**src/rtl/mem_arb_pkg.sv**
```systemverilog
// Shared types and constants for the two-requester single-port RAM arbiter.
// Holds the FSM state enum, owner encoding and default bus widths.
package mem_arb_pkg;

   localparam int ADDR_W_DEF = 11;
   localparam int DATA_W_DEF = 8;

   localparam logic OWN_CPU = 1'b0;
   localparam logic OWN_DBG = 1'b1;

   typedef enum logic [1:0] {
      IDLE   = 2'd0,
      ACCESS = 2'd1,
      RESP   = 2'd2
   } arb_state_t;

endpackage

```
**src/rtl/arb_pick.sv**
```systemverilog
// Combinational winner select for CPU vs debug, zero latency, no backpressure.
// ARB_ROUND_ROBIN_EN: on contention grant the non-owner; otherwise CPU has fixed priority.
module arb_pick
   import mem_arb_pkg::*;
(
   input  logic cpu_req,
   input  logic dbg_req,
   input  logic owner,
   output logic winner
);

`ifdef ARB_ROUND_ROBIN_EN
   always_comb begin
      winner = OWN_CPU;
      if (cpu_req && dbg_req) begin
         winner = ~owner;
      end else if (dbg_req) begin
         winner = OWN_DBG;
      end
   end
`else
   logic unused_owner;
   assign unused_owner = owner;

   always_comb begin
      winner = OWN_CPU;
      if (dbg_req && !cpu_req) begin
         winner = OWN_DBG;
      end
   end
`endif

endmodule

```
**src/rtl/mem_port_arbiter.sv**
```systemverilog
// Shares one single-port RAM between a CPU and a read-only debug port; ack 2 cycles after grant.
// Requesters hold req until ack, one grant per 3 cycles; policy set by ARB_ROUND_ROBIN_EN in arb_pick.
module mem_port_arbiter
   import mem_arb_pkg::*;
#(
   parameter int ADDR_W = ADDR_W_DEF,
   parameter int DATA_W = DATA_W_DEF
) (
   input  logic              clk,
   input  logic              reset,
   input  logic              cpu_req,
   input  logic              cpu_we,
   input  logic [ADDR_W-1:0] cpu_addr,
   input  logic [DATA_W-1:0] cpu_wdata,
   output logic              cpu_ack,
   output logic [DATA_W-1:0] cpu_rdata,
   input  logic              dbg_req,
   input  logic [ADDR_W-1:0] dbg_addr,
   output logic              dbg_ack,
   output logic [DATA_W-1:0] dbg_rdata,
   output logic              ram_en,
   output logic              ram_we,
   output logic [ADDR_W-1:0] ram_addr,
   output logic [DATA_W-1:0] ram_wdata,
   input  logic [DATA_W-1:0] ram_rdata,
   output logic              busy,
   output logic              owner
);

   arb_state_t        state_q, state_d;
   logic              owner_q, owner_d;
   logic              we_q, we_d;
   logic [ADDR_W-1:0] addr_q, addr_d;
   logic [DATA_W-1:0] wdata_q, wdata_d;
   logic [DATA_W-1:0] cpu_rdata_q, cpu_rdata_d;
   logic [DATA_W-1:0] dbg_rdata_q, dbg_rdata_d;
   logic              winner;

   arb_pick u_pick (
      .cpu_req (cpu_req),
      .dbg_req (dbg_req),
      .owner   (owner_q),
      .winner  (winner)
   );

   always_comb begin
      state_d     = state_q;
      owner_d     = owner_q;
      we_d        = we_q;
      addr_d      = addr_q;
      wdata_d     = wdata_q;
      cpu_rdata_d = cpu_rdata_q;
      dbg_rdata_d = dbg_rdata_q;
      ram_en      = 1'b0;
      ram_we      = 1'b0;
      cpu_ack     = 1'b0;
      dbg_ack     = 1'b0;
      cpu_rdata   = cpu_rdata_q;
      dbg_rdata   = dbg_rdata_q;

      case (state_q)
         IDLE: begin
            if (cpu_req || dbg_req) begin
               state_d = ACCESS;
               owner_d = winner;
               if (winner == OWN_DBG) begin
                  addr_d  = dbg_addr;
                  we_d    = 1'b0;
                  wdata_d = '0;
               end else begin
                  addr_d  = cpu_addr;
                  we_d    = cpu_we;
                  wdata_d = cpu_wdata;
               end
            end
         end
         ACCESS: begin
            ram_en  = 1'b1;
            ram_we  = we_q;
            state_d = RESP;
         end
         RESP: begin
            // RAM data arrives this cycle, so it is forwarded while ack is high and held afterwards.
            if (owner_q == OWN_DBG) begin
               dbg_ack     = 1'b1;
               dbg_rdata   = ram_rdata;
               dbg_rdata_d = ram_rdata;
            end else begin
               cpu_ack     = 1'b1;
               cpu_rdata   = ram_rdata;
               cpu_rdata_d = ram_rdata;
            end
            state_d = IDLE;
         end
         default: state_d = IDLE;
      endcase
   end

   always_ff @(posedge clk or posedge reset) begin
      if (reset) begin
         state_q     <= IDLE;
         owner_q     <= OWN_CPU;
         we_q        <= 1'b0;
         addr_q      <= '0;
         wdata_q     <= '0;
         cpu_rdata_q <= '0;
         dbg_rdata_q <= '0;
      end else begin
         state_q     <= state_d;
         owner_q     <= owner_d;
         we_q        <= we_d;
         addr_q      <= addr_d;
         wdata_q     <= wdata_d;
         cpu_rdata_q <= cpu_rdata_d;
         dbg_rdata_q <= dbg_rdata_d;
      end
   end

   assign ram_addr  = addr_q;
   assign ram_wdata = wdata_q;
   assign busy      = (state_q != IDLE);
   assign owner     = owner_q;

endmodule

```
**config.mk**
```make
export PLATFORM = sky130hd
export DESIGN_NAME = mem_port_arbiter
export DESIGN_NICKNAME = d
export VERILOG_FILES = /design/src/rtl/mem_arb_pkg.sv /design/src/rtl/arb_pick.sv /design/src/rtl/mem_port_arbiter.sv
export SDC_FILE = /design/constraint.sdc
export NUM_CORES = 1
export LEC_CHECK = 0
export BUFFER_PORTS_ARGS = -buffer_cell sky130_fd_sc_hd__buf_4
export CORE_ASPECT_RATIO = 0.8
export CORE_UTILIZATION = 40
export CTS_BUF_LIST = sky130_fd_sc_hd__clkbuf_16
export DETAILED_ROUTE_END_ITERATION = 8
export PLACE_DENSITY = 0.75
export SLEW_MARGIN = 30
export SYNTH_ARGS = -nofsm -noshare
export SYNTH_HDL_FRONTEND = slang
export SYNTH_SLANG_ARGS = --single-unit
```
**constraint.sdc**
```tcl
create_clock -name clk -period 1.2 [get_ports clk]
set_input_delay 0.06 -clock clk [delete_from_list [all_inputs] [get_ports clk]]
set_output_delay 0.06 -clock clk [all_outputs]
set_load 0.01 [all_outputs]
```
==> impl_metrics.toml, run 1 <==
[critical_path]
cp-end-kind = "output pin"
critical-path-max-stage-delay_ns = 0.42
timing.rr.end = "ram_addr[4]$_DFFE_PP0P_"
path_cells = "nor3b_4 -> buf_4 -> mux2_4 -> buf_6"
arrival_ns = 1.55
crit_fanout = 4
slowest_stage = "dfrtp_1"
crit_type = "reg2out"
crit_end = "cpu_rdata[7]"
ff2ff_setup_slack_ns = -0.21
cp-start-kind = "flop"
r2r.worst_path.cells = 5
rr_startpoint = "state_q[0]$_DFFE_PP0P_"
startpoint = "owner$_DFFE_PP0P_"
required_ns = 1.14

[synth]
ys_top_cells_by_count = "39 x dfrtp_1, 28 x mux2_2, 10 x mux2_1, 9 x a22o_1"
synthesis.area_um2 = 1600
synth-edff-count = 0
ys.flop_type = "dfrtp_1"
synth_cell_type_count = 15
synth_seq_area_share_pct = 61.0
synth_area_per_cell_um2 = 15.1
yosysMostFrequentCell = "dfrtp_1"
synth_seq_cells = 39
yosysTopAreaCell = "dfrtp_1"
syn-num-nets = 149
yosys-top-cells-area = "dfrtp_1 61%, mux2_2 20%, mux2_1 7.0%"
synth_warnings = 0
synthCells = 106
synth.top_cell.area_share_pct = 61.0
async_reset_ff_share_pct = 100

[final_layout]
nets = 253
fin_util_pct = 70.3
fin_cells = 265
multiInputGateArea_um2 = 631
seq_area_um2 = 977
layout-drive-gt1-share_pct = 66.7
nFillCells = 280
num_antenna_cells = 0
area_growth_pct = 67.0
final_design_area_no_fill_um2 = 2670

[global_route]
track_usage_pct = 18.2
overflow = 0
antenna_found_initial = 0
grt_pass1_vias = 1266
grt_pass1_wl_mm = 5.81
grt_max_degree = 22

[floorplan]
die_w_um = 72.7
fp.dieH_um = 58.6
rows = 20
pin_count = 84
start_util_pct = 42.1
die-area_um2 = 4260
core-area_um2 = 3800

[place]
numPortBuffers = 83
dp_hpwl_mm = 2.71
gp_congestion = 0.709
dp_cells = 248
dpl_cell_area_um2 = 2390

[cts]
cts.sinks = 39
cts_root_buf = "clkbuf_16"
cts_buffers = 5
clkTransAtPathRegs_ns = 0.05
cts_tree = "built"
clock_latency_ns = 0.27
cts_max_path_buffers = 2
htree_levels = 2

[routing]
drt-initial-drc-count = 22
detail_route.wl_per_cell_um = 13.5
drc = 0
drt_first_pass_iters = 2
vias = 1226
post_drt_via_cell_ratio = 4.63
ant_nets = 0
routed_wirelength_mm = 3.59

[power_and_ir_drop]
p_leak_nw = 1.33
peakVddDrop_uv = 1630
p_per_area_nw_per_um2 = 2730

[timing]
worst_slack_ns = -0.410
hold_slack_ns = 0.00764
worstMarginPinSlew_ns = 0.261
layout_worst_path_cycle_share_pct = 134
final_max_slew_viol_count = 0
fin_tns_setup_ns = -10.75
hold_viol = 0
fmax_mhz = 621
grt_setup_unrepaired = "yes"
final.setup_skew_ns = 0.00278
final-setup-viol-count = 49
period_minus_slack_ns = 1.61
relSlewSlack_pct = 82.6

[run]
max_cap_viol_count = 0

[hold_path]
hp-class = "in2reg"

[status]
violations = "setup timing"
outcome = "finished with violations"
-- kinds of logic (layout without fill, tap and decap cells) --
family | after synthesis | after routing | share of synthesized area, %
muxes | 38 | 38 | 26.7
and+or+nand+nor | 9 | 9 | 3.83
DFF | 39 | 39 | 61.0
buffers and inverters | 9 | 113 | 2.89
AOI/OAI and AO/OA | 11 | 11 | 5.55
-- report_power, final --
part	leakage (nW)	internal, mW	switching [mW]
clock network	0.0671	0.744	0.429
logic	0.795	2.34	1.46
registers	0.467	2.00	0.329
total	1.33	5.08	2.22
-- layer usage --
metal / routed length (um) / part of all wire, % / GRT usage [%] / vias to the layer above
met5: 0 / 0 / 0 / -
met4: 19 / 0.53 / 5.04 / 0
met3: 231 / 6.4 / 5.48 / 4
met2: 1780 / 50 / 31.4 / 49
met1: 1560 / 43 / 22.3 / 591
li1: - / - / - / 582
-- sequential cells by signal, indices dropped and copies added, names as in the netlist --
name / flops
cpu_rdata_q: 8
ram_addr: 11
owner: 1
state_q: 2
dbg_rdata_q: 8
ram_wdata: 8
we_q: 1
-- critical path: cells and delay by family, from the launching register on --
kind                   cells  cell delay [ns]
and+or+nand+nor            1             0.24
buffers and inverters      2             0.31
muxes                      1             0.31
DFF                        1             0.42
-- how the worst min path moves through the flow --
stage / end / startpoint / cells past startpoint / slack (ns)
floorplan: ram_wdata[0]$_DFFE_PP0P_ / cpu_wdata[0] / 1 / 0.19
global placement: ram_addr[9]$_DFFE_PP0P_ / reset / 3 / 0.12
detailed placement: ram_addr[3]$_DFFE_PP0P_ / reset / 3 / 0.12
CTS: ram_wdata[0]$_DFFE_PP0P_ / cpu_wdata[0] / 2 / 0.002
global route: ram_wdata[0]$_DFFE_PP0P_ / cpu_wdata[0] / 2 / 0.004
finish: ram_wdata[4]$_DFFE_PP0P_ / cpu_wdata[4] / 2 / 0.008
-- layout by cell type (no fill, tap or decap), types with 2 or more instances in the layout --
| cell | Yosys | routed |
|---|---|---|
| buf_12 | 0 | 2 |
| mux2_1 | 10 | 10 |
| mux2_2 | 28 | 20 |
| dfrtp_1 | 39 | 38 |
| dlygate4sd3_1 | 0 | 3 |
| buf_6 | 1 | 13 |
| clkbuf_16 | 0 | 5 |
| mux2_4 | 0 | 8 |
| a22o_1 | 9 | 9 |
| inv_1 | 4 | 4 |
| buf_4 | 0 | 84 |
-- per-stage QoR --
step	worst slack (ns)	power, mW
2_1_floorplan	-0.0497	4.01
3_3_place_gp	-0.107	5.62
3_5_place_dp	-0.155	5.75
4_1_cts	-0.419	7.30
5_1_grt	-0.480	7.75
6_report	-0.410	7.30
-- repair_timing --
| action | in CTS | in global routing |
|---|---|---|
| setup endpoints to repair | 57 | 58 |
| hold endpoints to repair | 41 | 0 |
| hold buffers | 3 | 0 |
| resized for setup | 13 | 6 |
| setup buffers | 5 | 2 |
| cloned | 1 | 0 |
| pin swaps | 1 | 0 |
-- final cells by class --
type / instances / area share, %
timing repair buffer: 102 / 31.7
sequential: 39 / 36.6
clock buffer: 5 / 4.68
tap: 55 / 2.57
multi-input combinational: 58 / 23.6
clock inverter: 2 / 0.328
inverter: 4 / 0.562
(Power assumes the default switching activity.)
==> run 2: changes to the inputs <==
CORE_ASPECT_RATIO = 1.5   (was 0.8)
==> run 2 against run 1 <==
- the flow still finishes with violations (setup timing)
- clock skew barely moved
- final area rose by 5.5%
- count of clock-buffer cells in the layout did not move
- flip-flop and latch count did not move
- critical path depth did not move
==> impl_metrics.toml, run 2 (same netlist as run 1, synthesis figures left out) <==
[final_layout]
nFillCells = 239
area_growth_pct = 76.2
final_design_area_no_fill_um2 = 2820
layout-drive-gt1-share_pct = 66.5
num_antenna_cells = 0
fin_cells = 261
nets = 260
largest_register_ffs = 11
mostFrequentLayoutCells = "73 x buf_4, 39 x dfrtp_1, 24 x buf_6"
mostFrequentLayoutCell = "buf_4"

[global_route]
grt_max_degree = 38
grt_use_met3_pct = 4.95
grt_busiest_layer = "met2"
antenna_found_initial = 0
grt_pass1_vias = 1380
grt_pass1_wl_mm = 6.28
grtUsageMet2_pct = 38.0
use_met1_pct = 22.2
track_usage_pct = 20.8
overflow = 0

[critical_path]
required_ns = 1.14
crit_type = "reg2out"
arrival_ns = 1.55
slowest_stage = "dfrtp_1"
ff2ff_setup_slack_ns = -0.41
path_buf_inv = 2
r2r.worst_path.cells = 7
cp-end-kind = "output pin"
cp-start-kind = "flop"
startpoint = "state_q[0]$_DFFE_PP0P_"
path_cells = "nor3b_2 -> buf_6 -> mux2_4 -> buf_6"
path_delay_family = "flip-flops"
cpMostUsedCell = "buf_6"
crit_fanout = 9
critical-path-max-stage-delay_ns = 0.41
timing.rr.end = "ram_addr[4]$_DFFE_PP0P_"
rr_startpoint = "state_q[0]$_DFFE_PP0P_"

[hold_path]
min_to = "we_q$_DFFE_PP0P_"
hp-class = "in2reg"
min_path_cells = 2
worstHoldStart = "cpu_we"

[cts]
clock_latency_ns = 0.28
cts_root_buf = "clkbuf_16"
cts_tree = "built"
cts.sinks = 39
clkTransAtPathRegs_ns = 0.05
cts_max_path_buffers = 2
cts_buffers = 5
htree_levels = 2

[routing]
drt_first_pass_iters = 2
detail_route.wl_per_cell_um = 16.3
drt-initial-drc-count = 6
vias = 1291
ant_nets = 0
drc = 0
routed_wirelength_mm = 4.24
post_drt_via_cell_ratio = 4.95

[timing]
worst_slack_ns = -0.412
final.setup_skew_ns = 0.00310
worstMarginPinSlew_ns = 0.251
period_minus_slack_ns = 1.61
fin_tns_setup_ns = -16.30
final-setup-viol-count = 59
hold_viol = 0
relSlewSlack_pct = 83.2
final_max_slew_viol_count = 0
grt_setup_unrepaired = "yes"
layout_worst_path_cycle_share_pct = 134
fmax_mhz = 620

[power_and_ir_drop]
p_leak_nw = 1.41
peakVddDrop_uv = 1950
p_total_mw = 7.88
p_per_area_nw_per_um2 = 2790

[floorplan]
fp.dieH_um = 79.5
pin_count = 84
core-area_um2 = 3750
start_util_pct = 42.7
die-area_um2 = 4260
die_w_um = 53.6
rows = 27

[run]
max_cap_viol_count = 0

[place]
dpl_cell_area_um2 = 2410
dp_hpwl_mm = 2.77
gp_congestion = 0.714
numPortBuffers = 83
dp_cells = 237

[status]
outcome = "finished with violations"
violations = "setup timing"
==> run 2: timing repair <==
item / in CTS / in global routing
resized for setup: 22 / 12
setup endpoints to repair: 55 / 59
gates cloned: 0 / 2
hold buffers: 7 / 0
pin swaps: 1 / 11
endpoints found under the hold margin: 45 / 0
buffers inserted: 4 / 4
==> run 2: stage by stage <==
| stage | utilization (%) | setup WS [ns] | hold WS (ns) |
|---|---|---|---|
| after floorplan | - | -0.0497 | 0.193 |
| after global placement | 64.3 | -0.113 | -0.0443 |
| after detailed placement | 64.3 | -0.167 | -0.0351 |
| after CTS | 72.8 | -0.399 | 0.00222 |
| after global routing | 75.2 | -0.476 | 0.00189 |
| final | 75.2 | -0.412 | 0.00685 |
==> run 2: power breakdown <==
group / internal (mW) / switching (mW)
Combinational: 2.68 / 1.63
Sequential: 1.99 / 0.332
Clock: 0.757 / 0.488
Total: 5.43 / 2.45
==> run 2: worst max-delay path by stage <==
stage                                to  depth (start not counted)
2_1_floorplan  dbg_rdata_q[0]$_DFF_PP0_                          2
3_3_place_gp               cpu_rdata[3]                          4
3_5_place_dp               cpu_rdata[3]                          4
4_1_cts                    cpu_rdata[6]                          4
5_1_grt                    cpu_rdata[2]                          4
6_report                   cpu_rdata[7]                          4
==> run 2: area by class of cell <==
cell class | count | area, um^2 | area share (%)
Sequential cell | 39 | 976 | 34.6
Timing Repair Buffer | 108 | 973 | 34.5
Multi-Input combinational cell | 59 | 661 | 23.4
Clock buffer | 5 | 125 | 4.44
Tap cell | 43 | 53.8 | 1.91
Clock inverter | 3 | 15.0 | 0.533
Inverter | 4 | 15.0 | 0.533
==> run 2: layer usage <==
| layer | vias up | share of wire (%) |
|---|---|---|
| li1 | 595 | - |
| met1 | 633 | 35 |
| met2 | 56 | 58 |
| met3 | 7 | 5.6 |
| met4 | 0 | 1.3 |
| met5 | - | 0 |
==> run 3: changes to the inputs <==
==> constraint.sdc (replaced) <==
create_clock -name clk -period 1.2 [get_ports clk]
set_input_delay 0.12 -clock clk [delete_from_list [all_inputs] [get_ports clk]]
set_output_delay 0.12 -clock clk [all_outputs]
set_load 0.01 [all_outputs]
==> run 3 against run 2 <==
- the run still ends with setup timing left
- via count rose by 0.39%
- first-iteration DRC count is 33% higher
- final area is 1.1% lower
- combinational power shrank 4.9%
- fmax shrank 5.2%
- flip-flop and latch count stayed put
- non-clock buffer count shrank 3
- core utilization down 0.80 points
- highest routed layer unchanged
- power grew 3.1%
==> impl_metrics.toml, run 3 (same netlist as run 1, synthesis figures left out) <==
[timing]
grt_setup_unrepaired = "yes"
fmax_mhz = 588
hold_viol = 0
layout_worst_path_cycle_share_pct = 142
worst_slack_ns = -0.500
final.setup_skew_ns = 0.00401
relSlewSlack_pct = 83.8
final-setup-viol-count = 59
final_max_slew_viol_count = 0
period_minus_slack_ns = 1.70
worstMarginPinSlew_ns = 0.242

[place]
dp_hpwl_mm = 2.85
numPortBuffers = 83
gp_congestion = 0.711

[critical_path]
required_ns = 1.08
cp-end-kind = "output pin"
cp-start-kind = "flop"
timing.rr.end = "ram_addr[4]$_DFFE_PP0P_"
ff2ff_setup_slack_ns = -0.35
crit_type = "reg2out"
arrival_ns = 1.58
r2r.worst_path.cells = 6
crit_fanout = 9
rr_startpoint = "state_q[0]$_DFFE_PP0P_"

[final_layout]
nets = 256
layout-drive-gt1-share_pct = 67.8
fin_util_pct = 74.4
largest_register_ffs = 11
mostFrequentLayoutCells = "79 x buf_4, 39 x dfrtp_1, 22 x buf_6"
area_growth_pct = 74.3
num_antenna_cells = 0
mostFrequentLayoutCell = "buf_4"

[hold_path]
worstHoldStart = "cpu_wdata[3]"
min_to = "ram_wdata[3]$_DFFE_PP0P_"
hp-class = "in2reg"
min_path_cells = 2

[power_and_ir_drop]
p_per_area_nw_per_um2 = 2910
combPwrFrac_pct = 50.5
switching_share_pct = 29.8
internal-power_mw = 5.70
p_leak_nw = 1.40
p_total_mw = 8.12
peakVddDrop_uv = 1940
p_seq_share_pct = 28.9
pwr-share-clk_pct = 20.6
p_sw_mw = 2.42

[cts]
cts_buffers = 5
cts_max_path_buffers = 2
clock_latency_ns = 0.27
clkTransAtPathRegs_ns = 0.06
htree_levels = 2
cts_tree = "built"
cts_root_buf = "clkbuf_16"
cts.sinks = 39

[floorplan]
pin_count = 84
core-area_um2 = 3750
fp.dieH_um = 79.5
start_util_pct = 42.7
rows = 27
die-area_um2 = 4260
die_w_um = 53.6

[global_route]
grt_max_degree = 38
overflow = 0
antenna_found_initial = 0
grt_pass1_vias = 1341
track_usage_pct = 20.8
grt_pass1_wl_mm = 6.29

[routing]
drt_first_pass_iters = 4
drc = 0
routed_wirelength_mm = 4.25
detail_route.wl_per_cell_um = 16.5
post_drt_via_cell_ratio = 5.04
ant_nets = 0
vias = 1296
drt-initial-drc-count = 8

[status]
outcome = "finished with violations"
violations = "setup timing"

[run]
max_cap_viol_count = 0
[run 3: cell count changes in the layout (fill, tap and decap cells not counted)]
| cell | delta |
|---|---|
| dlygate4sd3_1 | -6 |
| clkinv_2 | -3 |
| inv_1 | +1 |
| nor2_4 | -1 |
| and2_1 | +1 |
| buf_4 | +6 |
| clkbuf_16 | -1 |
| buf_6 | -2 |
| nor2_2 | +1 |
| and2_4 | -2 |
| bufinv_16 | +2 |
[run 3: what timing repair did]
item,in CTS,in global routing
hold buffers,1,0
cloned,0,0
gates resized for setup,21,9
hold endpoints to repair,39,0
endpoints found under the setup margin,57,58
setup buffers,5,4
[run 3: final cells by class]
cell class	instances	area, um^2
flip-flops and latches	39	976
fillers	240	961
repair buffers	105	911
multi-input cells	58	644
clock buffers	5	125
clock inverters	3	63.8
well taps	43	53.8
inverters	4	15.0
[run 3: worst max-delay path, cell delays in order, from the launching register on]
cell and delay (ns):
dfrtp_1 0.42, nor3b_2 0.22, buf_6 0.20, mux2_4 0.34
buf_6 0.13
[run 3: worst max path at each step]
stage	slack, ns	start	end	depth (start not counted)
floorplan	-0.05	state_q[0]$_DFFE_PP0P_	dbg_rdata_q[0]$_DFF_PP0_	2
global placement	-0.17	state_q[0]$_DFFE_PP0P_	cpu_rdata[5]	4
detailed placement	-0.23	state_q[0]$_DFFE_PP0P_	cpu_rdata[0]	4
CTS	-0.49	state_q[0]$_DFFE_PP0P_	cpu_rdata[3]	4
global route	-0.56	state_q[0]$_DFFE_PP0P_	cpu_rdata[4]	4
finish	-0.50	state_q[0]$_DFFE_PP0P_	cpu_rdata[4]	4
[run 3: layer usage]
layer  share of wire (%)  track usage [%]
met1                  39             23.8
met5                   0                0
met2                  55             36.4
met3                 5.0             4.19
met4                 1.0             7.89
[run 3: per-stage QoR]
step	setup TNS, ns	instance area [um^2]	hold WS, ns	std cells	setup slack, ns
floorplan	-1.24	1650	0.253	106	-0.0497
global placement	-5.10	2410	0.0156	240	-0.172
detailed placement	-7.50	2410	0.0239	240	-0.235
CTS	-12.72	2740	0.0572	254	-0.488
global route	-19.73	2790	0.0714	257	-0.564
finish	-16.95	2790	0.0614	257	-0.500
[run 3: power by group through the flow]
stage	registers, mW	clock network, mW	logic (mW)
finish	2.35	1.67	4.10
global route	2.42	1.76	4.33
CTS	2.33	1.70	3.93
detailed placement	2.33	0	3.45
global placement	2.29	0	3.34
floorplan	2.43	0	1.59
